<file path="config.mk">
export PLATFORM = sky130hd
export DESIGN_NAME = mem_lsu
export DESIGN_NICKNAME = d
export VERILOG_FILES = /design/src/rtl/mem_lsu.sv
export SDC_FILE = /design/constraint.sdc
export NUM_CORES = 1
export LEC_CHECK = 0
export ABC_AREA = 1
export ABC_CLOCK_PERIOD_IN_PS = 2450
export BUFFER_PORTS_ARGS = -buffer_cell sky130_fd_sc_hd__clkbuf_2
export CAP_MARGIN = 25
export CORE_AREA = 2 2 152 154
export CTS_CLUSTER_SIZE = 40
export DETAILED_ROUTE_END_ITERATION = 7
export DIE_AREA = 0 0 154 156
export PLACE_DENSITY = 0.67
export SLEW_MARGIN = 20
export SYNTH_ARGS = -nofsm -noshare
export SYNTH_HDL_FRONTEND = slang
export SYNTH_SLANG_ARGS = --single-unit
</file>
<file path="constraint.sdc">
create_clock -name clk -period 2.45 [get_ports clk]
set_input_delay 0.735 -clock clk [delete_from_list [all_inputs] [get_ports clk]]
set_output_delay 0.735 -clock clk [all_outputs]
set_load 0.1 [all_outputs]
</file>
<file path="src/rtl/mem_lsu.sv">
// MEM-stage load/store unit: decodes memory ops, runs a stalling bus handshake with timeout
// and misalignment error reporting, and forwards EX/MEM results to MEM/WB.
module mem_lsu #(
  parameter int TIMEOUT = 255
) (
  input  logic        clk,
  input  logic        rst,
  input  logic [5:0]  stall,
  input  logic [4:0]  wd_i,
  input  logic        wreg_i,
  input  logic [31:0] wdata_i,
  input  logic        whilo_i,
  input  logic [31:0] hi_i,
  input  logic [31:0] lo_i,
  input  logic [7:0]  aluop_i,
  input  logic [31:0] mem_addr_i,
  input  logic [31:0] reg2_i,
  input  logic [31:0] dbus_rdata,
  input  logic        dbus_ack,
  output logic [4:0]  wd_o,
  output logic        wreg_o,
  output logic [31:0] wdata_o,
  output logic        whilo_o,
  output logic [31:0] hi_o,
  output logic [31:0] lo_o,
  output logic        dbus_req,
  output logic        dbus_we,
  output logic [31:0] dbus_addr,
  output logic [3:0]  dbus_sel,
  output logic [31:0] dbus_wdata,
  output logic        stallreq,
  output logic        bus_err_o
);

  localparam int CW = (TIMEOUT > 1) ? $clog2(TIMEOUT + 1) : 1;
  localparam logic [CW-1:0] CNT_LAST = CW'(TIMEOUT - 1);

  localparam logic [7:0] OP_LB  = 8'hE0;
  localparam logic [7:0] OP_LH  = 8'hE1;
  localparam logic [7:0] OP_LW  = 8'hE3;
  localparam logic [7:0] OP_LBU = 8'hE4;
  localparam logic [7:0] OP_LHU = 8'hE5;
  localparam logic [7:0] OP_SB  = 8'hE8;
  localparam logic [7:0] OP_SH  = 8'hE9;
  localparam logic [7:0] OP_SW  = 8'hEB;

  typedef enum logic [1:0] {IDLE, ACCESS, DONE} state_t;

  state_t        state;
  logic [CW-1:0] cnt;
  logic [31:0]   rdata_q;
  logic [31:0]   addr_q;
  logic [31:0]   wdata_q;
  logic [3:0]    sel_q;
  logic          we_q;
  logic [7:0]    op_q;
  logic [1:0]    off_q;
  logic          tmo_q;
  logic          tmo_pulse;
  logic          mis_held;

  logic          is_load;
  logic          is_store;
  logic          is_mem;
  logic [1:0]    size;      // 0 byte, 1 half, 2 word
  logic          misaligned;
  logic          go;
  logic [3:0]    sel_c;
  logic [31:0]   wdata_c;

  function automatic logic op_is_load(input logic [7:0] op);
    return (op == OP_LB) || (op == OP_LH) || (op == OP_LW) ||
           (op == OP_LBU) || (op == OP_LHU);
  endfunction

  // Big-endian lane pick: offset 0 is the most significant byte.
  function automatic logic [31:0] load_ext(input logic [7:0] op, input logic [1:0] off,
                                           input logic [31:0] w);
    logic [7:0]  b;
    logic [15:0] h;
    case (off)
      2'd0:    b = w[31:24];
      2'd1:    b = w[23:16];
      2'd2:    b = w[15:8];
      default: b = w[7:0];
    endcase
    h = off[1] ? w[15:0] : w[31:16];
    case (op)
      OP_LB:   return {{24{b[7]}}, b};
      OP_LBU:  return {24'd0, b};
      OP_LH:   return {{16{h[15]}}, h};
      OP_LHU:  return {16'd0, h};
      default: return w;
    endcase
  endfunction

  always_comb begin
    is_load  = 1'b0;
    is_store = 1'b0;
    size     = 2'd0;
    case (aluop_i)
      OP_LB, OP_LBU: begin is_load  = 1'b1; size = 2'd0; end
      OP_LH, OP_LHU: begin is_load  = 1'b1; size = 2'd1; end
      OP_LW:         begin is_load  = 1'b1; size = 2'd2; end
      OP_SB:         begin is_store = 1'b1; size = 2'd0; end
      OP_SH:         begin is_store = 1'b1; size = 2'd1; end
      OP_SW:         begin is_store = 1'b1; size = 2'd2; end
      default:       ;
    endcase
    is_mem     = is_load | is_store;
    misaligned = is_mem && (((size == 2'd1) && mem_addr_i[0]) ||
                            ((size == 2'd2) && (mem_addr_i[1:0] != 2'b00)));
    go         = is_mem && !misaligned;

    case (size)
      2'd0:    sel_c = 4'b1000 >> mem_addr_i[1:0];
      2'd1:    sel_c = mem_addr_i[1] ? 4'b0011 : 4'b1100;
      default: sel_c = 4'b1111;
    endcase
    case (size)
      2'd0:    wdata_c = {4{reg2_i[7:0]}};
      2'd1:    wdata_c = {2{reg2_i[15:0]}};
      default: wdata_c = reg2_i;
    endcase
  end

  always_ff @(posedge clk) begin
    if (rst) begin
      state     <= IDLE;
      cnt       <= '0;
      rdata_q   <= '0;
      addr_q    <= '0;
      wdata_q   <= '0;
      sel_q     <= '0;
      we_q      <= 1'b0;
      op_q      <= '0;
      off_q     <= '0;
      tmo_q     <= 1'b0;
      tmo_pulse <= 1'b0;
      mis_held  <= 1'b0;
    end else begin
      case (state)
        IDLE: begin
          tmo_pulse <= 1'b0;
          // A misaligned op parked by a MEM/WB hold reports its error only once.
          mis_held  <= misaligned && stall[4];
          if (go) begin
            state   <= ACCESS;
            cnt     <= '0;
            addr_q  <= {mem_addr_i[31:2], 2'b00};
            sel_q   <= sel_c;
            we_q    <= is_store;
            wdata_q <= is_store ? wdata_c : 32'd0;
            op_q    <= aluop_i;
            off_q   <= mem_addr_i[1:0];
            rdata_q <= '0;
            tmo_q   <= 1'b0;
          end
        end
        ACCESS: begin
          if (dbus_ack) begin
            rdata_q <= dbus_rdata;
            state   <= DONE;
          end else if (cnt == CNT_LAST) begin
            rdata_q   <= '0;
            tmo_q     <= 1'b1;
            tmo_pulse <= 1'b1;
            state     <= DONE;
          end else begin
            cnt <= cnt + 1'b1;
          end
        end
        DONE: begin
          tmo_pulse <= 1'b0;
          mis_held  <= 1'b0;
          if (!stall[4]) state <= IDLE;
        end
        default: state <= IDLE;
      endcase
    end
  end

  always_comb begin
    wd_o       = '0;
    wreg_o     = 1'b0;
    wdata_o    = '0;
    whilo_o    = 1'b0;
    hi_o       = '0;
    lo_o       = '0;
    dbus_req   = 1'b0;
    dbus_we    = 1'b0;
    dbus_addr  = '0;
    dbus_sel   = '0;
    dbus_wdata = '0;
    stallreq   = 1'b0;
    bus_err_o  = 1'b0;
    if (!rst) begin
      wd_o      = wd_i;
      wreg_o    = wreg_i;
      wdata_o   = wdata_i;
      whilo_o   = whilo_i;
      hi_o      = hi_i;
      lo_o      = lo_i;
      bus_err_o = tmo_pulse | ((state == IDLE) && misaligned && !mis_held);
      case (state)
        IDLE: begin
          if (is_mem) wreg_o = 1'b0;
          stallreq = go;
        end
        ACCESS: begin
          wreg_o     = 1'b0;
          stallreq   = 1'b1;
          dbus_req   = 1'b1;
          dbus_we    = we_q;
          dbus_addr  = addr_q;
          dbus_sel   = sel_q;
          dbus_wdata = wdata_q;
        end
        DONE: begin
          wreg_o = tmo_q ? 1'b0 : wreg_i;
          if (op_is_load(op_q)) wdata_o = load_ext(op_q, off_q, rdata_q);
        end
        default: ;
      endcase
    end
  end

  logic unused_bits;
  assign unused_bits = ^{stall[5], stall[3:0]};

endmodule

</file>
==> qor.txt, run 1 <==
share of cells above drive strength 1 -> 49.08%
Final Critical Period -> 2.898 ns
R2R setup slack -> 0.31 ns
crit path max fanout -> 7
pwr/cell area -> 395.1 nW/µm²
GRT Overall Usage -> 27.31%
Chip Width -> 154 µm
Reg2Reg Launch Point -> state[1]$_SDFFE_PP0P_
Hold Crit Endpoint -> op_q[4]$_SDFFE_PP0P_
Post-DP HPWL -> 23.70 mm
initial DRC count -> 776
Post-Synthesis Cell Area -> 7908 µm²
Final Cycle Share -> 118.3%
Tot Pwr -> 6626 µW
Pre-antenna DRT Iters -> 5
routed len/inst -> 16.57 µm
drt drc -> 0
num ports -> 391
hold depth -> 2
final hold viol count -> 0
Max Slew Vio Count -> 0
CTS Buffer Depth -> 2
final setup violation count -> 100
dpl ws -> -0.3107 ns
CTS Buf Count -> 17
Critical R2R Capture -> cnt[2]$_SDFFE_PP0P_
Synth area leader -> dfxtp_1
initial antenna violation count -> 1
Core Region -> 22370 µm²
die area -> 24020 µm²
Rows -> 55
Clk pwr share -> 38.1%
Sw Share -> 35.44%
Root Driver -> clkbuf_16
post-synthesis sequential area ratio -> 30.89%
sw power -> 2348 µW
Max Clk Rate -> 345.0 MHz
Pint -> 4278 µW
Initial Util -> 35.36%
worst hold path class -> reg -> reg
htree depth -> 4
number of flops mapped to enable cells by yosys -> 0
sequential power share -> 31.3%
post-route ant nets -> 0
skew final -> 0.01007 ns
Primary FF master, synth -> dfxtp_1
number of synthesized register bits -> 122
yosys warns -> 0
clock slew at reported path FFs -> 0.06 ns
crit start category -> flip-flop
via/cell ratio -> 5.114
RSZ-0062 raised after global routing -> true
share of the synthesized area in the top cell type -> 30.89%
Post-synth ARST share -> 0%
NumNets Final -> 1996
Worst R2R Path Depth -> 12
Distinct cells, synth -> 45
Syn Area/Cell -> 5.875 µm²
Worst EP required -> 1.71 ns
GPL Wtd Cong -> 0.9443
Leak -> 0.007712 µW
CTS tree -> yes
peak supply drop -> 0.0004606 V
Synth Instances -> 1346
gr ovfl total -> 0
status -> finished, violations left
critical path arrival -> 2.16 ns
input/output buffers -> 383
largest net degree at the start of global routing -> 68
CP Class -> reg -> out
Final Routed Wirelength -> 34.41 mm
Comb pwr share -> 30.6%
Layout area overhead -> 112.1%
clock sink count -> 122
clock latency on the worst-skew pair -> 0.43 ns
first-pass GRT wire length -> 52.92 mm
vias in the first global route -> 10570
total of max-cap violations -> 0
final setup margin -> -0.4484 ns
Hold Path Origin -> op_q[4]$_SDFFE_PP0P_
via count -> 10620
failing checks -> setup timing
Crit. End Element -> output port
ranking of synthesized cells by area -> dfxtp_1, nand2_1, nor2_1
die height -> 156 µm
-- state kept, by name (all words and copies together) (netlist names) --
register and count:
addr_q 30, cnt 8, mis_held 1, off_q 2
op_q 8, rdata_q 32, sel_q 4, state 2
tmo_pulse 1, tmo_q 1, wdata_q 32, we_q 1
-- through the flow --
step           cells  hold slack, ns  utilization [%]  TNS, ns  cell area [µm²]
2_1_floorplan   1347          0.4220                -   -51.94             9475
3_3_place_gp    2009          0.4340            65.43  -0.7657            14630
3_5_place_dp    2009          0.4414            65.43   -1.697            14630
4_1_cts         2071          0.4521            73.17   -16.91            16360
5_1_grt         2077          0.4748            74.98   -23.24            16770
6_report        2077          0.4531            74.98   -17.66            16770
-- repair_timing --
| item | 4_1_cts | 5_1_grt |
|---|---|---|
| cloned | 8 | 3 |
| hold buffers | 0 | 0 |
| setup buffers | 23 | 9 |
| resized for setup | 202 | 110 |
| pin swaps | 81 | 89 |
| setup endpoints to repair | 102 | 102 |
-- cell type report --
cell class	count	area, µm²
multi-input cells	1006	6703
repair buffers	506	6137
fillers	1551	5597
flip-flops and latches	122	2461
inverters	125	519.2
clock buffers	17	425.4
well taps	285	356.6
clock inverters	15	163.9
diodes	1	2.502
-- worst max path at each step --
stage / from / end / slack [ns] / cells after the start
global placement: aluop_i[4] / bus_err_o / -0.26 / 10
floorplan: rst / dbus_addr[27] / -0.79 / 4
finish: rdata_q[15]$_SDFFE_PP0P_ / wdata_o[21] / -0.45 / 8
global route: op_q[4]$_SDFFE_PP0P_ / wdata_o[2] / -0.53 / 12
detailed placement: aluop_i[4] / bus_err_o / -0.31 / 10
CTS: op_q[4]$_SDFFE_PP0P_ / wdata_o[18] / -0.44 / 12
-- layout by cell type, fill, tap and decap left out, drive strengths merged, types with 9 or more instances in the layout --
| cell | count |
|---|---|
| o21ai | 77 |
| buf | 298 |
| inv | 127 |
| nand3 | 96 |
| nand2 | 333 |
| a21oi | 118 |
| nand4 | 9 |
| clkbuf | 225 |
| dfxtp | 122 |
| nor2 | 323 |
-- critical path: stages, from the launching register on --
cell and delay (ns):
dfxtp_1 0.45, nand2_1 0.14, o21ai_1 0.16, nand4_1 0.20, nand3_4 0.20, buf_12 0.17, nand3_4 0.08, a21oi_4 0.16
buf_12 0.19
-- power groups by stage --
stage	registers (µW)	logic (µW)	clock network, µW
4_1_cts	2070	2000	2530
3_3_place_gp	2110	1910	0
3_5_place_dp	2110	1930	0
6_report	2070	2030	2530
2_1_floorplan	2090	1200	0
5_1_grt	2080	2110	2640
-- layer usage --
layer,part of all wire [%],up-vias,GRT usage (%)
met3,7.8,83,6.861
met1,36,4929,30.09
li1,-,5109,-
met5,0,-,0
met2,52,501,50.14
met4,3.4,0,11.13
-- synth_stat cells (2+ instances only) --
library cell,count
a21oi_1,118
nand4_1,9
nand2_4,2
clkbuf_1,32
nand2_1,320
o21ai_0,56
xnor2_1,2
inv_1,118
o22ai_1,8
inv_2,4
o21ai_1,20
or2_2,7
nor2_4,3
nand3_2,3
buf_6,10
o2111ai_1,7
buf_2,28
nor3_1,4
xor2_1,4
nand3_1,91
nand3_4,2
nor2_1,314
buf_4,11
nor2_2,5
nand3b_1,4
buf_1,14
dfxtp_1,122
nand2_2,10
ha_1,2
-- cells by family (layout without fill, tap and decap cells) --
group                      after synthesis  in the layout  synth area share (%)
AOI/OAI and AO/OA                      216            216                 14.46
other                                    1              3               0.04742
adders and majority gates                2              2                0.3164
and+or+nand+nor                        779            780                 41.22
xor gates and xnor gates                 6              6                0.6646
buffers and inverters                  220            663                 12.40
DFF                                    122            122                 30.89
Power figures use the tool's default switching activity.
==> run 2: changes to the inputs <==
Settings changed: ABC_AREA 1 to 0, CORE_AREA 2 2 152 154 to 2 2 153 155, DIE_AREA 0 0 154 156 to 0 0 155 157, PLACE_DENSITY 0.67 to default.
==> run 2 against run 1 <==
Effect of this change:
- the run still ends with setup timing left
- power down 4.8%
- sequential share of layout area up 1.9 points
- combinational power down 10%
- fmax down 8.2%
- clock power down 2%
- non-clock buffer count up 17
- critical path depth down 1
- hold slack better by 0.0017 ns
- die area up 1.3%
- sequential power down 3%
- register-to-register slack better by 0.13 ns
- count of clock-buffer cells in the layout up 2
- highest routed layer unchanged
==> qor.txt, run 2 <==
cts hold-fix bufs -> 0
Max Clk Rate -> 316.7 MHz
clock latency on the worst-skew pair -> 0.42 ns
Initial Util -> 29.67%
Core Region -> 22500 µm²
worst hold path class -> reg -> reg
yosys warns -> 0
first-pass GRT wire length -> 48.00 mm
Primary FF master, synth -> dfxtp_1
Layout area overhead -> 122.6%
commonest non-fill, non-tap cell in the layout -> clkbuf_2
Crit. End Element -> output port
most frequent cells after synthesis -> dfxtp_1, nor2b_1, nand2_1
Synth Instances -> 827
input/output buffers -> 383
Leak -> 0.006274 µW
final setup margin -> -0.7071 ns
post-route ant nets -> 0
Core Util, Final -> 66.04%
htree depth -> 4
Final Routed Wirelength -> 31.17 mm
slowest library cell on the worst path -> or3_4
CTS tree -> yes
die area -> 24340 µm²
via count -> 8135
post-synthesis sequential area ratio -> 36.58%
die height -> 157 µm
GRT Overall Usage -> 25.35%
final setup violation count -> 103
number of synthesized register bits -> 122
CP bufs+invs -> 2
peak supply drop -> 0.0004555 V
CTS Buffer Depth -> 2
routed len/inst -> 19.54 µm
number of flops mapped to enable cells by yosys -> 0
n_diodes -> 0
via/cell ratio -> 5.100
CP delay by family, top -> compound AO/OA/AOI/OAI gates
Distinct cells, synth -> 59
Final Critical Period -> 3.157 ns
Chip Width -> 155 µm
initial antenna violation count -> 0
status -> finished, violations left
slowest stage delay, CP -> 0.38 ns
clock sink count -> 122
vias in the first global route -> 8374
Post-Synthesis Cell Area -> 6676 µm²
largest net degree at the start of global routing -> 34
most numerous cell in the Yosys netlist -> dfxtp_1
gr ovfl total -> 0
skew final -> 0.008402 ns
Rows -> 55
critical path arrival -> 2.42 ns
Worst EP required -> 1.71 ns
CP Class -> reg -> out
num ports -> 391
crit path max fanout -> 8
RSZ-0062 raised after global routing -> true
relative slew slack -> 64.25%
pwr/cell area -> 424.2 nW/µm²
most frequent cells in the layout -> clkbuf_2, buf_12, dfxtp_1, buf_4, nand2_1
CTS Buf Count -> 17
ranking of synthesized cells by area -> dfxtp_1, nor2b_1, and2_1
Final Cycle Share -> 128.9%
NumNets Final -> 1515
share of cells above drive strength 1 -> 60.99%
drt drc -> 0
crit start category -> flip-flop
Max Slew Vio Count -> 0
Post-synth ARST share -> 0%
total of max-cap violations -> 0
Post-DP HPWL -> 23.44 mm
failing checks -> setup timing
share of the synthesized area in the top cell type -> 36.58%
worst-margin pin slew -> 0.5321 ns
Synth area leader -> dfxtp_1
Fill cells -> 1748
Tot Pwr -> 6305 µW
final hold viol count -> 0
Root Driver -> clkbuf_16
GPL Wtd Cong -> 0.8931
Syn Area/Cell -> 8.073 µm²
Largest regs -> rdata_q: 32 flops, wdata_q: 32 flops, addr_q: 30 flops
Critical Path, Cell by Cell -> buf_6 -> or3_4 -> o211ai_1 -> a21oi_4 -> nor2b_2 -> a2111oi_4 -> buf_12
initial DRC count -> 391
clock slew at reported path FFs -> 0.06 ns
Pre-antenna DRT Iters -> 4
==> run 2: changes by cell type after synthesis, sizes merged, moves of 72 or more <==
| cell | before | now |
|---|---|---|
| nand3 | 96 | 5 |
| nand2 | 332 | 77 |
| nor2b | 0 | 84 |
| inv | 123 | 14 |
| and2 | 0 | 72 |
| nor2 | 323 | 72 |
==> run 2: cell type report <==
type	count	area (µm²)	share of cell area, %
sequential	122	2460	16.55
tap	285	356.6	2.399
inverter	14	60.06	0.4041
multi-input combinational	619	5320	35.80
clock buffer	19	442.9	2.980
clock inverter	13	136.4	0.9177
timing repair buffer	523	6086	40.95
==> run 2: final timing paths <==
| check | start | endpoint | slack, ns | depth (start not counted) |
|---|---|---|---|---|
| setup / recovery | off_q[0]$_SDFFE_PP0P_ | wdata_o[11] | -0.71 | 7 |
| hold / removal | addr_q[30]$_SDFFE_PP0P_ | addr_q[30]$_SDFFE_PP0P_ | 0.45 | 2 |
| setup reg to reg | state[1]$_SDFFE_PP0P_ | op_q[1]$_SDFFE_PP0P_ | 0.44 | 6 |
| hold reg to reg | addr_q[30]$_SDFFE_PP0P_ | addr_q[30]$_SDFFE_PP0P_ | 0.45 | 2 |
==> run 2: metal layers <==
metal	routed length [µm]	track usage (%)	vias to the layer above
met2	16190	46.10	347
met3	2551	7.792	38
met4	519	6.173	0
met1	11910	28.99	3906
met5	0	0	-
li1	-	-	3844
==> run 2: logic make-up after synthesis <==
group | share of synthesized area [%]
AND/OR/NAND/NOR | 30.40
XOR/XNOR | 0.3936
AO/OA/AOI/OAI | 21.16
buffers and inverters | 5.678
flip-flops | 36.58
adder cells (fa/ha/maj) | 0.3748
multiplexers | 5.360
other | 0.05617
==> run 2: metrics by stage <==
stage / area [µm²] / hold slack (ns) / cells / TNS, ns / setup WS, ns
2_1_floorplan: 8082 / 0.4242 / 828 / -18.35 / -0.6636
3_3_place_gp: 13610 / 0.4383 / 1540 / -25.99 / -0.4823
3_5_place_dp: 13610 / 0.4468 / 1540 / -28.67 / -0.5073
4_1_cts: 14790 / 0.4549 / 1592 / -42.61 / -0.6898
5_1_grt: 14860 / 0.4707 / 1595 / -38.71 / -0.8213
6_report: 14860 / 0.4548 / 1595 / -32.68 / -0.7071
==> run 2: power breakdown <==
part           switching, µW  total, µW  internal (µW)
sequential              10.5       2010           2000
combinational           1100       1820            727
clock                   1020       2470           1450
==> run 2: repair_timing <==
item,4_1_cts,5_1_grt
gates resized for setup,66,33
hold endpoints to repair,0,0
buffers inserted,23,9
setup endpoints to repair,134,103
pin swaps,73,26
gates cloned,9,0
==> run 2: tightest hold or removal path, cell delays in order (launching register included) <==
cell,delay (ns)
dfxtp_1,0.31
nand2_1,0.05
a21oi_1,0.05
==> run 3: changes to the inputs <==
Settings changed: RECOVER_POWER from default to 100.
==> run 3 against run 2 <==
Effect of this change:
- the run still ends with setup timing left
- sequential power barely moved
- hold slack barely moved
- power fell by 2.3%
- non-clock buffer count did not move
- final cell count did not move
- register-to-register slack got worse by 0.25 ns
- sequential share of layout area rose by 0.81 points
- clock skew rose by 0.00091 ns
- utilization fell by 3.1 points
- die area did not move
==> qor.txt, run 3 (same netlist as run 2, synthesis figures left out) <==
dpl ws -> -0.5073 ns
relative slew slack -> 51.19%
NumNets Final -> 1515
Root Driver -> clkbuf_16
Core Region -> 22500 µm²
worst hold margin -> 0.4548 ns
Worst EP required -> 1.71 ns
Rows -> 55
final instance area -> 14170 µm²
Max Clk Rate -> 316.9 MHz
via count -> 8198
vias in the first global route -> 8374
commonest non-fill, non-tap cell in the layout -> clkbuf_2
Reg2Reg Launch Point -> state[1]$_SDFFE_PP0P_
n_diodes -> 0
crit path max fanout -> 8
CTS tree -> yes
Tot Pwr -> 6158 µW
Final Cycle Share -> 128.8%
CTS Buf Count -> 17
hold depth -> 2
total of max-cap violations -> 0
final setup violation count -> 152
CP Class -> reg -> out
gr ovfl total -> 0
routed len/inst -> 19.62 µm
Worst R2R Path Depth -> 9
Placed Area -> 13610 µm²
slowest stage delay, CP -> 0.38 ns
drt drc -> 0
Layout area overhead -> 112.2%
Critical R2R Capture -> rdata_q[28]$_SDFFE_PP0P_
Final Critical Period -> 3.156 ns
skew final -> 0.009312 ns
post-route ant nets -> 0
GRT Overall Usage -> 25.35%
Post-DP HPWL -> 23.44 mm
die height -> 157 µm
input/output buffers -> 383
final hold viol count -> 0
largest net degree at the start of global routing -> 34
clock slew at reported path FFs -> 0.06 ns
Crit. End Element -> output port
GPL Wtd Cong -> 0.8931
Initial Util -> 29.67%
Leak -> 0.006056 µW
Hold Crit Endpoint -> addr_q[30]$_SDFFE_PP0P_
Largest regs -> rdata_q: 32 flops, wdata_q: 32 flops, addr_q: 30 flops
slowest library cell on the worst path -> or3_4
Final Routed Wirelength -> 31.30 mm
most frequent cells in the layout -> clkbuf_2, buf_12, dfxtp_1, buf_4, nand2_1
failing checks -> setup timing
worst-margin pin slew -> 0.7321 ns
num ports -> 391
Critical Path, Cell by Cell -> buf_6 -> or3_4 -> o211ai_1 -> a21oi_4 -> nor2b_2 -> a2111oi_4 -> buf_12
clock latency on the worst-skew pair -> 0.42 ns
Chip Width -> 155 µm
via/cell ratio -> 5.140
status -> finished, violations left
initial DRC count -> 380
peak supply drop -> 0.0004568 V
final setup margin -> -0.7057 ns
Max Slew Vio Count -> 0
critical path arrival -> 2.42 ns
R2R setup slack -> 0.19 ns
share of cells above drive strength 1 -> 60.61%
pwr/cell area -> 434.7 nW/µm²
CTS Buffer Depth -> 2
Pre-antenna DRT Iters -> 6
Hold Path Origin -> addr_q[30]$_SDFFE_PP0P_
die area -> 24340 µm²
worst hold path class -> reg -> reg
initial antenna violation count -> 0
htree depth -> 4
clock sink count -> 122
RSZ-0062 raised after global routing -> true
crit start category -> flip-flop
first-pass GRT wire length -> 48.00 mm
## run 3: how the worst max path moves through the flow
stage | start | cells after the start | slack (ns) | to
after floorplan | off_q[1]$_SDFFE_PP0P_ | 6 | -0.66 | wdata_o[10]
after global placement | aluop_i[4] | 8 | -0.48 | bus_err_o
after detailed placement | aluop_i[4] | 8 | -0.51 | bus_err_o
after CTS | off_q[0]$_SDFFE_PP0P_ | 7 | -0.69 | wdata_o[14]
after global routing | off_q[0]$_SDFFE_PP0P_ | 7 | -0.82 | wdata_o[13]
final | off_q[0]$_SDFFE_PP0P_ | 7 | -0.71 | wdata_o[11]
## run 3: area by class of cell
| class | instances | area (µm²) |
|---|---|---|
| clock buffers | 19 | 442.9 |
| clock inverters | 13 | 136.4 |
| fillers | 1859 | 8335 |
| inverters | 14 | 60.06 |
| multi-input cells | 619 | 5294 |
| flip-flops and latches | 122 | 2460 |
| well taps | 285 | 356.6 |
| repair buffers | 523 | 5418 |
## run 3: what timing repair did
item,CTS,global route
buffers inserted,23,9
pin swaps,73,26
gates resized for setup,66,33
gates cloned,9,0
hold buffers,0,0
endpoints found under the setup margin,134,103
## run 3: worst max-delay path, delay by kind of cell, from the launching register on
| family | cells | cell delay [ns] |
|---|---|---|
| flops | 1 | 0.33 |
| simple gates | 2 | 0.58 |
| compound gates | 3 | 0.77 |
| buf+inv | 2 | 0.33 |
## run 3: through the flow
step / TNS (ns) / util (%) / std cells
after floorplan: -18.35 / - / 828
after global placement: -25.99 / 60.50 / 1540
after detailed placement: -28.67 / 60.50 / 1540
after CTS: -42.61 / 65.73 / 1592
after global routing: -47.80 / 62.96 / 1595
final: -34.77 / 62.96 / 1595
## run 3: where the power goes
group,total [µW],switching (µW),internal (µW)
Clock,2480,1030,1450
Sequential,2010,10.5,2000
Combinational,1670,1070,601
## run 3: layer usage
metal / vias to the layer above / track usage (%) / wire length, µm
met5: - / 0 / 0
li1: 3849 / - / -
met3: 42 / 7.792 / 2631
met2: 356 / 46.10 / 16180
met1: 3951 / 28.99 / 11950
met4: 0 / 6.173 / 533
